[config.mk]
export PLATFORM = sky130hd
export DESIGN_NAME = uart_rx_io_driver
export DESIGN_NICKNAME = d
export VERILOG_FILES = /design/src/rtl/uart_rx_io_driver.sv
export SDC_FILE = /design/constraint.sdc
export NUM_CORES = 1
export LEC_CHECK = 0
export CORE_ASPECT_RATIO = 0.9
export CORE_MARGIN = 2
export CORE_UTILIZATION = 60
export CTS_BUF_LIST = sky130_fd_sc_hd__clkbuf_16
export DETAILED_ROUTE_END_ITERATION = 6
export PLACE_DENSITY = 0.83
export SLEW_MARGIN = 20
export SYNTH_ARGS = -nofsm -noshare
export SYNTH_HDL_FRONTEND = slang
export SYNTH_SLANG_ARGS = --single-unit
[constraint.sdc]
create_clock -name iCpuClock -period 5.95 [get_ports iCpuClock]
set_input_delay 1.19 -clock iCpuClock [delete_from_list [all_inputs] [get_ports iCpuClock]]
set_output_delay 1.19 -clock iCpuClock [all_outputs]
set_load 0.01 [all_outputs]
[src/rtl/uart_rx_io_driver.sv]
// UART 8N1 receiver with a small receive FIFO behind an MMIO read port.
// DATA (addr 0) pops the head byte, STATUS (addr 2) reports and clears flags.
module uart_rx_io_driver #(
   parameter int CLKS_PER_BIT = 2604,
   parameter int FIFO_DEPTH   = 4
) (
   input  logic        iCpuClock,
   input  logic        iCpuReset,
   input  logic        iUartFromPc,
   input  logic        iUartCtrl,
   input  logic        iIoRead,
   input  logic [1:0]  iUartAddress,
   output logic [15:0] oUartData,
   output logic        oRxNotEmpty
);

   localparam int PTR_W = (FIFO_DEPTH > 1) ? $clog2(FIFO_DEPTH) : 1;
   localparam int CNT_W = PTR_W + 1;

   localparam logic [15:0] LAST_C = 16'(CLKS_PER_BIT - 1);
   localparam logic [15:0] HALF_C = 16'(CLKS_PER_BIT / 2 - 1);
   localparam logic [CNT_W-1:0] DEPTH_C = CNT_W'(FIFO_DEPTH);

   typedef enum logic [1:0] {
      S_IDLE,
      S_START,
      S_DATA,
      S_STOP
   } rx_state_t;

   rx_state_t state;

   logic        rx_meta;
   logic        rx_sync;
   logic [15:0] baud_cnt;
   logic [2:0]  bit_cnt;
   logic [7:0]  shift_reg;

   logic [7:0]       mem [FIFO_DEPTH];
   logic [PTR_W-1:0] wr_ptr;
   logic [PTR_W-1:0] rd_ptr;
   logic [CNT_W-1:0] count;
   logic             overrun;
   logic             frame_err;

   logic stop_hit;
   logic push_req;
   logic frame_bad;
   logic not_empty;
   logic full;
   logic data_rd;
   logic status_rd;
   logic pop;
   logic push_ok;
   logic ovr_set;
   logic [7:0] head_byte;

   // Two-flop synchronizer for the asynchronous serial line (idles high).
   always_ff @(posedge iCpuClock) begin
      if (iCpuReset) begin
         rx_meta <= 1'b1;
         rx_sync <= 1'b1;
      end else begin
         rx_meta <= iUartFromPc;
         rx_sync <= rx_meta;
      end
   end

   // Receive FSM: find start edge, confirm mid-start, sample mid-bit.
   always_ff @(posedge iCpuClock) begin
      if (iCpuReset) begin
         state     <= S_IDLE;
         baud_cnt  <= '0;
         bit_cnt   <= '0;
         shift_reg <= '0;
      end else begin
         unique case (state)
            S_IDLE: begin
               baud_cnt <= '0;
               bit_cnt  <= '0;
               if (!rx_sync) begin
                  state <= S_START;
               end
            end
            S_START: begin
               if (baud_cnt == HALF_C) begin
                  baud_cnt <= '0;
                  state    <= rx_sync ? S_IDLE : S_DATA;
               end else begin
                  baud_cnt <= baud_cnt + 16'd1;
               end
            end
            S_DATA: begin
               if (baud_cnt == LAST_C) begin
                  baud_cnt           <= '0;
                  shift_reg[bit_cnt] <= rx_sync;
                  if (bit_cnt == 3'd7) begin
                     bit_cnt <= '0;
                     state   <= S_STOP;
                  end else begin
                     bit_cnt <= bit_cnt + 3'd1;
                  end
               end else begin
                  baud_cnt <= baud_cnt + 16'd1;
               end
            end
            S_STOP: begin
               if (baud_cnt == LAST_C) begin
                  baud_cnt <= '0;
                  state    <= S_IDLE;
               end else begin
                  baud_cnt <= baud_cnt + 16'd1;
               end
            end
            default: state <= S_IDLE;
         endcase
      end
   end

   // The stop sample decides the frame on the same edge the FSM leaves STOP.
   assign stop_hit  = (state == S_STOP) && (baud_cnt == LAST_C);
   assign push_req  = stop_hit && rx_sync;
   assign frame_bad = stop_hit && !rx_sync;

   assign not_empty = (count != '0);
   assign full      = (count == DEPTH_C);

   assign data_rd   = iUartCtrl && iIoRead && (iUartAddress == 2'd0);
   assign status_rd = iUartCtrl && iIoRead && (iUartAddress == 2'd2);

   // A pop frees the head slot this edge, so a full FIFO can still accept.
   assign pop     = data_rd && not_empty;
   assign push_ok = push_req && (!full || pop);
   assign ovr_set = push_req && full && !pop;

   assign head_byte = not_empty ? mem[rd_ptr] : 8'h00;

   // FIFO storage; contents need no reset since count gates every read.
   always_ff @(posedge iCpuClock) begin
      if (push_ok) begin
         mem[wr_ptr] <= shift_reg;
      end
   end

   // FIFO pointers and occupancy.
   always_ff @(posedge iCpuClock) begin
      if (iCpuReset) begin
         wr_ptr <= '0;
         rd_ptr <= '0;
         count  <= '0;
      end else begin
         if (push_ok) begin
            wr_ptr <= wr_ptr + PTR_W'(1);
         end
         if (pop) begin
            rd_ptr <= rd_ptr + PTR_W'(1);
         end
         unique case ({push_ok, pop})
            2'b10:   count <= count + CNT_W'(1);
            2'b01:   count <= count - CNT_W'(1);
            default: count <= count;
         endcase
      end
   end

   // Sticky error flags: a STATUS read clears, a same-cycle event wins.
   always_ff @(posedge iCpuClock) begin
      if (iCpuReset) begin
         overrun   <= 1'b0;
         frame_err <= 1'b0;
      end else begin
         if (ovr_set) begin
            overrun <= 1'b1;
         end else if (status_rd) begin
            overrun <= 1'b0;
         end
         if (frame_bad) begin
            frame_err <= 1'b1;
         end else if (status_rd) begin
            frame_err <= 1'b0;
         end
      end
   end

   // Read mux; drives zero when not selected so the bus can be ORed.
   always_comb begin
      oUartData = 16'h0000;
      unique case (1'b1)
         data_rd:   oUartData = {8'h00, head_byte};
         status_rd: oUartData = {12'h000, frame_err, overrun, full, not_empty};
         default:   oUartData = 16'h0000;
      endcase
   end

   assign oRxNotEmpty = not_empty;

endmodule

==> impl_results.md <==
- Status: complete, no violations
- Fin crit period: ~4.7 ns
- Leakage power: approximately 1.4 nW
- Overflow after GRT: 0
- I/O Buffers: 15
- Hold WC Path Type: reg -> reg
- Number of fill cells: 345
- Synth top cells by count: dfxtp_1 (42), nor2_1 (38), edfxtp_1 (32)
- FF-to-FF End: mem[0][3]
- Initial antenna violation count: 0
- Max-slew violation count: 0
- Largest area contributor in the netlist: edfxtp_1
- Final Hold Fails: 0
- Relative slew slack: 35.9%
- Pin count of the biggest net entering global routing: 31
- Tcrit/Tclk final: about four fifths
- Residual DRC count: 0
- CP cell instances: clkdlybuf4s50_1 > nand3b_1 > nor3_1 > and2_1 > clkdlybuf4s50_1
- Ys async rst share: 0%
- Worst-case clock skew: 0.00823 ns
- Final setup vio count: 0
- Critical path class: in -> out
- CTS resizes: 0
- Worst path depth: 5
- Die Y: roughly 74 µm
- RSZ-0062 raised after global routing: false
- Synth unique cells: 46
- Bufs on Longest Clock Path: 2
- Routed WL per cell: 16.6 µm
- Via count: ~2100
- Detailed Route Iter0 Violations: approximately 170
- Arrival @ worst endpoint: around 3.5 ns
- TNS Setup: 0 ns
- Area of the core: 0.00529 mm²
- Synth Instances: 290
- Slowest stage delay, CP: between 0.8 and 0.9 ns
- # IOs: 24
- PwrDens: a little under 300 mW/mm²
- Worst setup endpoint: oUartData[5]
- Number of synthesized flops with an enable pin: 32
- Sequential share of the synthesized area: a little over half
- Worst IR Drop VDD: 250 µV
- Hold path start: rx_meta
- Critical-path cell with the highest stage delay: nor3_1
- Inserted Diodes: 0
- Clk slew on worst S/H paths: approximately 0.050 ns
- CP Capture Type: output pin
- H-tree depth: 3
- Mapped Area: roughly 0.0033 mm²
- Maximum clock frequency: between 200 and 250 MHz
- Fraction of final layout cells sized beyond drive strength 1: around 11%
- Via-per-instance ratio: roughly 5.7
- CP Launch Point: iUartAddress[0]
- Average cell area after synthesis: 11.4 µm²
- Number of buffers created by CTS: 9
- Proportion of netlist area held by the largest area contributor: approximately 29%
- Max-cap violations: 0
- Die area: 0.00612 mm²
- Vias in the first global route: 2000
- R2r setup slk: around 3.3 ns
- CTS tree: done
- Worst hold margin: a little over 0.4 ns
- WP data required: between 4 and 5 ns
- Layout area overhead: 14.8%
- First-pass GRT wire length: ~9700 µm
- Pre-antenna DRT Iters: 4
- Synth area leaders: edfxtp_1 (29%), dfxtp_1 (25%), mux4_2 (5.4%)
- Die width: approximately 82 µm
- CP Max Fanout: 9
- Final GP Congestion: around 0.75
- Worst Reg2Reg Path Length in Cells: 5
- Crit path max-delay family: simple AND/OR/NAND/NOR gates
- Worst Path Buf+Inv: 2
- Top_reg_cell synth: dfxtp_1
- Count leader, synth: dfxtp_1
- Setup Fix Bufs, Post-CTS: 0
- Worst r2r src: baud_cnt[0]
- Most common cell on crit path: clkdlybuf4s50_1
- Clk_lat worst skew: 0.33 ns
- # hold bufs at CTS: 0
- Row cnt: 25
- Nets@finish: between 300 and 400
- Clk sinks: between 70 and 80
- Initial Util: roughly 63%
- Synth Warn #: 0
- Final HPWL from detailed placement: approximately 3900 µm
- Final WL: ~6200 µm
- Max reg flops: 32
- Clock tree root buffer cell: clkbuf_16
- Antenna Violating Nets Remaining: 0
- Global Route Usage Sum: 22.0%
- #FFs+latches synth: between 70 and 80
- Critical Path Start Type: input pin
- Worst Tran Pin Value: roughly 0.95 ns
## placed cells by master (no fill, tap or decap), types with 3 or more instances in the layout
cell type         n
dfxtp_1          42
nor2_1           38
edfxtp_1         32
clkdlybuf4s50_1  15
nand2_1          11
xor2_1           11
inv_1             9
a21oi_1           9
nand2b_1          9
mux2i_1           9
clkbuf_16         9
mux4_2            8
and2_1            8
nand3_1           8
ha_1              8
conb_1            8
nand4_1           7
o21ai_0           7
xnor2_1           6
nor3_1            5
a22oi_1           3
o21a_1            3
## per-stage QoR
stage / utilization [%] / setup WS, ns / instance area, µm² / instances / power, mW
final: 71.8 / 1.24 / 3800 / 375 / 1.13
after global routing: 71.8 / 1.10 / 3800 / 375 / 1.16
after CTS: 71.7 / 1.16 / 3790 / 375 / 1.13
after detailed placement: 65.6 / 1.30 / 3470 / 359 / 0.555
after global placement: 65.6 / 1.36 / 3470 / 359 / 0.555
after floorplan: - / 2.58 / 3330 / 297 / 0.553
## area by class of cell
cell class | instances | area (µm²) | share of cell area (%)
sequential | 74 | 1800 | 47.5
multi-input combinational | 193 | 1390 | 36.7
timing repair buffer | 16 | 158 | 4.15
clock buffer | 9 | 225 | 5.93
tap | 67 | 83.8 | 2.21
inverter | 9 | 33.8 | 0.890
clock inverter | 7 | 100 | 2.64
## worst min-delay path by stage
stage | to | slack (ns) | cells after the start
2_1_floorplan | rx_sync | 0.39 | 1
3_3_place_gp | rx_sync | 0.39 | 1
3_5_place_dp | rx_sync | 0.40 | 1
4_1_cts | rx_sync | 0.41 | 1
5_1_grt | rx_sync | 0.43 | 1
6_report | rx_sync | 0.41 | 1
## per-layer routing
layer	routed length, µm	vias to the layer above	global-route usage, %
li1	-	1043	-
met4	78	0	7.78
met2	2950	72	34.8
met5	0	-	0
met3	365	8	8.01
met1	2850	1015	28.0
## cell families after synthesis
| logic type | share of synthesized area (%) |
|---|---|
| multiplexers | 8.85 |
| adder cells (fa/ha/maj) | 3.63 |
| buffers and inverters | 4.31 |
| flip-flops | 54.5 |
| other | 0.113 |
| AO/OA/AOI/OAI | 5.22 |
| XOR/XNOR | 4.50 |
| AND/OR/NAND/NOR | 18.9 |
## power breakdown
group / internal [mW] / switching (mW)
Sequential: 0.526 / 0.00133
Combinational: 0.00684 / 0.00981
Clock: 0.370 / 0.211
(Power assumes the default switching activity.)
